$ cat config.mk
export PLATFORM = sky130hd
export DESIGN_NAME = multi_column_engine
export DESIGN_NICKNAME = d
export VERILOG_FILES = /design/src/rtl/multi_column_engine.sv
export SDC_FILE = /design/constraint.sdc
export NUM_CORES = 1
export LEC_CHECK = 0
export BUFFER_PORTS_ARGS = -buffer_cell sky130_fd_sc_hd__buf_2
export CAP_MARGIN = 40
export CORE_ASPECT_RATIO = 0.7
export CORE_MARGIN = 2
export CORE_UTILIZATION = 40
export CTS_CLUSTER_DIAMETER = 60
export DETAILED_ROUTE_END_ITERATION = 16
export PLACE_DENSITY = 0.63
export SLEW_MARGIN = 5
export SYNTH_ARGS = -nofsm -noshare
export SYNTH_HDL_FRONTEND = slang
export SYNTH_SLANG_ARGS = --single-unit
$ cat constraint.sdc
create_clock -name clock -period 3.3 [get_ports clock]
set_clock_uncertainty 0.1 [all_clocks]
set_input_delay 0.66 -clock clock [delete_from_list [all_inputs] [get_ports clock]]
set_output_delay 0.66 -clock clock [all_outputs]
set_load 0.05 [all_outputs]
$ cat src/rtl/multi_column_engine.sv
// Falling-letter typing game: COLUMNS independent letter columns fall one row per tick.
// Optional macro SPEEDUP_EN shortens the tick period as the score grows.
module multi_column_engine #(
    parameter int COLUMNS      = 4,
    parameter int BOARD_HEIGHT = 21,
    parameter int DELAY_CYCLES = 50000000
) (
    input  logic                   clock,
    input  logic                   reset_signal,
    input  logic                   start,
    input  logic [7:0]             user_input,
    input  logic                   user_valid,
    output logic [5*COLUMNS-1:0]   ypos,
    output logic [8*COLUMNS-1:0]   letter,
    output logic [COLUMNS-1:0]     active,
    output logic                   correct,
    output logic [15:0]            score,
    output logic                   game_over
);

    localparam logic [4:0]  HEIGHT = 5'(BOARD_HEIGHT);
    localparam logic [25:0] DELAY  = 26'(DELAY_CYCLES);

    typedef enum logic [1:0] {IDLE, PLAY, OVER} state_t;

    state_t      state_q, state_d;
    logic [4:0]  ypos_q   [COLUMNS];
    logic [4:0]  ypos_d   [COLUMNS];
    logic [7:0]  letter_q [COLUMNS];
    logic [7:0]  letter_d [COLUMNS];
    logic [COLUMNS-1:0] active_q, active_d;
    logic        correct_q, correct_d;
    logic [15:0] score_q, score_d;
    logic        game_over_q, game_over_d;
    logic [7:0]  lfsr_q, lfsr_d;
    logic [25:0] tick_cnt_q, tick_cnt_d;
    logic [25:0] period_q, period_d;
    logic        seen_low_q, seen_low_d;

    logic        tick;
    logic        hit;
    logic        matched;
    logic        spawned;
    logic [25:0] next_period;

    function automatic logic [7:0] lfsr_letter(input logic [7:0] l);
        logic [4:0] v;
        v = (l[4:0] >= 5'd26) ? l[4:0] - 5'd26 : l[4:0];
        return 8'h41 + {3'b000, v};
    endfunction

`ifdef SPEEDUP_EN
    // Period halves every 8 points, capped at an 8x speedup.
    always_comb begin
        next_period = DELAY;
        if (score_q[15:3] >= 13'd3) begin
            next_period = DELAY >> 3;
        end else begin
            next_period = DELAY >> score_q[4:3];
        end
    end
`else
    always_comb begin
        next_period = DELAY;
    end
`endif

    always_comb begin
        state_d     = state_q;
        ypos_d      = ypos_q;
        letter_d    = letter_q;
        active_d    = active_q;
        correct_d   = 1'b0;
        score_d     = score_q;
        lfsr_d      = {lfsr_q[6:0], lfsr_q[7] ^ lfsr_q[5] ^ lfsr_q[4] ^ lfsr_q[3]};
        tick_cnt_d  = tick_cnt_q;
        period_d    = period_q;
        seen_low_d  = seen_low_q;
        matched     = 1'b0;
        spawned     = 1'b0;
        hit         = 1'b0;
        tick        = (state_q == PLAY) && (tick_cnt_q == period_q - 26'd1);

        for (int i = 0; i < COLUMNS; i++) begin
            if (active_q[i] && (ypos_q[i] == HEIGHT)) begin
                hit = 1'b1;
            end
        end

        case (state_q)
            IDLE: begin
                tick_cnt_d = '0;
                if (start) begin
                    state_d  = PLAY;
                    score_d  = '0;
                    active_d = '0;
                    period_d = DELAY;
                    for (int i = 0; i < COLUMNS; i++) begin
                        ypos_d[i]   = '0;
                        letter_d[i] = '0;
                    end
                end
            end
            PLAY: begin
                if (hit) begin
                    // Board freezes as it stood when the bottom was reached.
                    state_d    = OVER;
                    tick_cnt_d = '0;
                    seen_low_d = 1'b0;
                end else begin
                    tick_cnt_d = tick ? '0 : tick_cnt_q + 26'd1;
                    if (tick) begin
                        period_d = next_period;
                    end
                    if (user_valid) begin
                        for (int i = 0; i < COLUMNS; i++) begin
                            if (!matched && active_q[i] && (letter_q[i] == user_input)) begin
                                matched     = 1'b1;
                                active_d[i] = 1'b0;
                                ypos_d[i]   = '0;
                            end
                        end
                    end
                    if (matched) begin
                        correct_d = 1'b1;
                        if (score_q != 16'hFFFF) begin
                            score_d = score_q + 16'd1;
                        end
                    end
                    // Movement and spawn see the board after this clock's match.
                    if (tick) begin
                        for (int i = 0; i < COLUMNS; i++) begin
                            if (active_d[i]) begin
                                ypos_d[i] = ypos_q[i] + 5'd1;
                            end else if (!spawned) begin
                                spawned     = 1'b1;
                                active_d[i] = 1'b1;
                                ypos_d[i]   = '0;
                                letter_d[i] = lfsr_letter(lfsr_q);
                            end
                        end
                    end
                end
            end
            OVER: begin
                tick_cnt_d = '0;
                if (!start) begin
                    seen_low_d = 1'b1;
                end
                if (seen_low_q && start) begin
                    state_d = IDLE;
                end
            end
            default: begin
                state_d = IDLE;
            end
        endcase

        game_over_d = (state_d == OVER);
    end

    always_ff @(posedge clock or negedge reset_signal) begin
        if (!reset_signal) begin
            state_q     <= IDLE;
            active_q    <= '0;
            correct_q   <= 1'b0;
            score_q     <= '0;
            game_over_q <= 1'b0;
            lfsr_q      <= 8'h01;
            tick_cnt_q  <= '0;
            period_q    <= DELAY;
            seen_low_q  <= 1'b0;
            for (int i = 0; i < COLUMNS; i++) begin
                ypos_q[i]   <= '0;
                letter_q[i] <= '0;
            end
        end else begin
            state_q     <= state_d;
            active_q    <= active_d;
            correct_q   <= correct_d;
            score_q     <= score_d;
            game_over_q <= game_over_d;
            lfsr_q      <= lfsr_d;
            tick_cnt_q  <= tick_cnt_d;
            period_q    <= period_d;
            seen_low_q  <= seen_low_d;
            for (int i = 0; i < COLUMNS; i++) begin
                ypos_q[i]   <= ypos_d[i];
                letter_q[i] <= letter_d[i];
            end
        end
    end

    always_comb begin
        for (int i = 0; i < COLUMNS; i++) begin
            ypos[5*i +: 5]   = ypos_q[i];
            letter[8*i +: 8] = letter_q[i];
        end
    end

    assign active    = active_q;
    assign correct   = correct_q;
    assign score     = score_q;
    assign game_over = game_over_q;

endmodule

==> results.sh <==
export IMPL_yosysWarnings=0
export IMPL_finalCritPeriodShare=0.886
export IMPL_power_switching_w=0.000836
export IMPL_p_int_w=0.00210
export IMPL_vdd_drop_max_mv=0.285
export IMPL_die_y_um=106
export IMPL_firstDrtPassIters=5
export IMPL_grt_pass1_wl_mm=26.8
export IMPL_critPathSlowestCell="o311ai_2"
export IMPL_fin_area_mm2=0.00705
export IMPL_worst_r2r_cell_count=7
export IMPL_clock_sinks=107
export IMPL_r2r_start="tick_cnt_q[0]"
export IMPL_r2r_slack_ns=0.41
export IMPL_path_cells="buf_2 > xor2_1 > nor4_1 > nand3_1 > o311ai_2 > a211o_1 > or2_1 > mux2_4"
export IMPL_die_area_mm2=0.0160
export IMPL_synthFlopType="dfrtp_1"
export IMPL_fin_util=0.480
export IMPL_syn_avg_cell_area_um2=9.20
export IMPL_drv_slew=0
export IMPL_slew_headroom=0.530
export IMPL_p_clk_frac=0.370
export IMPL_path_class="input pin to register"
export IMPL_synth_compound_area_frac=0.172
export IMPL_clockBufferDepth=2
export IMPL_synth_edf_count=0
export IMPL_drv_cap=0
export IMPL_synth_cell_type_count=64
export IMPL_rsz0062_at_grt="false"
export IMPL_cts_root_buf="clkbuf_16"
export IMPL_worst_pin_slew_ns=0.699
export IMPL_antenna_cells=0
export IMPL_synth_area_top_cells="dfrtp_1 (44%), nand2_1 (4.7%), o21ai_0 (4.1%)"
export IMPL_wl_per_cell_um=17.4
export IMPL_die_width_um=150
export IMPL_yosys_top_cells_count="dfrtp_1 (106), nand2_1 (75), o21ai_0 (49)"
export IMPL_ys_seq_elements=107
export IMPL_grt_pass1_vias=5008
export IMPL_portBuffers=81
export IMPL_power_total_w=0.00294
export IMPL_synth_top_family_by_area="simple AND/OR/NAND/NOR gates"
export IMPL_switching_share=0.285
export IMPL_vias_per_cell=5.69
export IMPL_setup_tns_ns=0
export IMPL_fillers=1417
export IMPL_preCtsSetupSlack_ns=0.0599
export IMPL_route_detailed_drc=0
export IMPL_pwr_density_cell_mw_per_mm2=417
export IMPL_crit_fanout=7
export IMPL_layout_setup_ws_ns=0.378
export IMPL_grtUsageTotal=0.213
export IMPL_power_leakage_nw=3.39
export IMPL_postRouteAntennaNets=0
export IMPL_clock_latency_ns=0.35
export IMPL_postPlaceCellArea_mm2=0.00675
export IMPL_initial_utilization=0.409
export IMPL_layout_drive_gt1_share=0.196
export IMPL_synth_top_cell_by_area="dfrtp_1"
export IMPL_hold_buffers=0
export IMPL_core_area_mm2=0.0147
export IMPL_via_count=5375
export IMPL_yosys_area_share_simple=0.225
export IMPL_antenna_found_initial=0
export IMPL_setup_viol=0
export IMPL_io_pin_count=86
export IMPL_hold_class="input pin to asynchronous set/reset pin"
export IMPL_numCtsBuffers=9
export IMPL_end_kind="register"
export IMPL_yosys_area_share_adder=0.0250
export IMPL_syn_inst=652
export IMPL_cts_setup_buffers=0
export IMPL_synth_top_area_frac=0.442
export IMPL_tritoncts="yes"
export IMPL_regArea_mm2=0.00268
export IMPL_max_stage_delay_ns=0.50
export IMPL_rows=37
export IMPL_dr_first_iter_drc_count=382
export IMPL_place_hpwl_mm=12.3
export IMPL_syn_to_final_growth_pct=17.5
export IMPL_reg2reg_to="letter[4]"
export IMPL_arrival_ns=3.06
export IMPL_yosysMostFrequentCell="dfrtp_1"
export IMPL_fin_crit_ns=2.92
export IMPL_finalNetCount=769
export IMPL_hold_violations=0
export IMPL_muxShareOfSynthArea=0.0426
export IMPL_cts_max_level=3
export IMPL_synthesis_area_mm2=0.00600
export IMPL_cts_resized=0
export IMPL_synth_xor_area_share=0.0482
export IMPL_seq_area_frac_synth=0.447
export IMPL_pwr_share_comb=0.148
export IMPL_grt_ovfl_total=0
export IMPL_grt_max_degree=56
export IMPL_cp_required_ns=3.43
export IMPL_gp_congestion=0.938
export IMPL_fmax_mhz=342
export IMPL_start_kind="input pin"
export IMPL_clkSlewWorstSetupHoldPaths_ns=0.07
export IMPL_multiInputGateArea_mm2=0.00310
export IMPL_async_flop_share=1.00
export IMPL_outcome="completed"
export IMPL_wl_mm=16.5
export IMPL_seq_power_share=0.481
==> area by class of cell <==
type / count / area share
clock buffers: 11 / 0.0344
clock inverters: 5 / 0.00745
inverters: 27 / 0.0144
multi-input cells: 491 / 0.440
flip-flops and latches: 107 / 0.380
well taps: 195 / 0.0346
repair buffers: 109 / 0.0891
==> metal layers <==
layer,part of all wire,global-route usage,vias up
li1,-,-,2533
met5,0,0,-
met3,0.076,0.0532,9
met2,0.42,0.301,204
met4,0.0084,0.0478,0
met1,0.49,0.326,2629
==> registers in the layout, summed over array words and instances, names as in the netlist <==
register,flops
letter,28
tick_cnt_q,26
ypos,20
score,16
lfsr_q,8
active,4
state_q,2
correct,1
game_over,1
seen_low_q,1
==> worst max-delay path: cells and delay by family <==
family	cells	cell delay, ns
AO/OA/AOI/OAI	2	0.68
XOR/XNOR	1	0.17
multiplexers	1	0.33
AND/OR/NAND/NOR	3	1.05
buffers and inverters	1	0.16
==> power groups by stage <==
stage | Sequential [W] | Clock, W | Combinational (W)
after floorplan | 0.00147 | 0 | 0.000237
after global placement | 0.00143 | 0 | 0.000428
after detailed placement | 0.00144 | 0 | 0.000435
after CTS | 0.00141 | 0.00112 | 0.000435
after global routing | 0.00142 | 0.00116 | 0.000481
final | 0.00141 | 0.00109 | 0.000436
==> cells by family after synthesis <==
family	count (synthesis)
other	1
and+or+nand+nor	257
buffers and inverters	57
muxes	23
AOI/OAI and AO/OA	162
xor gates and xnor gates	33
DFF	107
adders and majority gates	12
==> per-stage QoR <==
| step | cells | hold WS [ns] |
|---|---|---|
| floorplan | 655 | 0.231 |
| global placement | 928 | 0.241 |
| detailed placement | 928 | 0.245 |
| CTS | 944 | 0.0924 |
| global route | 945 | 0.105 |
| finish | 945 | 0.0958 |
==> layout by cell type (no fill, tap or decap), types with 6 or more instances in the layout <==
master / netlist / layout
mux2i_1: 9 / 9
nor4b_1: 6 / 6
o21ai_0: 49 / 49
a21o_1: 8 / 8
dfrtp_1: 106 / 106
ha_1: 12 / 12
nor2_1: 32 / 32
xnor2_1: 9 / 9
buf_2: 1 / 80
xor2_1: 24 / 24
inv_1: 27 / 27
nor2b_1: 8 / 8
o31ai_1: 15 / 15
or3_1: 9 / 9
nor4_1: 9 / 9
clkbuf_16: 0 / 9
nand3_1: 31 / 31
o21ai_1: 17 / 17
a21oi_1: 32 / 32
mux2_1: 8 / 8
buf_4: 4 / 27
and2_1: 12 / 12
nand4_1: 21 / 21
and3_1: 16 / 16
a31oi_1: 11 / 11
nand2_1: 75 / 75
==> worst max path at each step <==
stage	slack [ns]	from	depth (start not counted)	end
floorplan	0.47	letter[5]	8	letter[26]
global placement	0.13	user_input[0]	8	letter[26]
detailed placement	0.06	user_input[0]	8	letter[21]
CTS	0.41	tick_cnt_q[0]	7	letter[4]
global route	0.18	tick_cnt_q[9]	6	letter[4]
finish	0.38	user_input[0]	8	letter[29]
(Power assumes the default switching activity.)
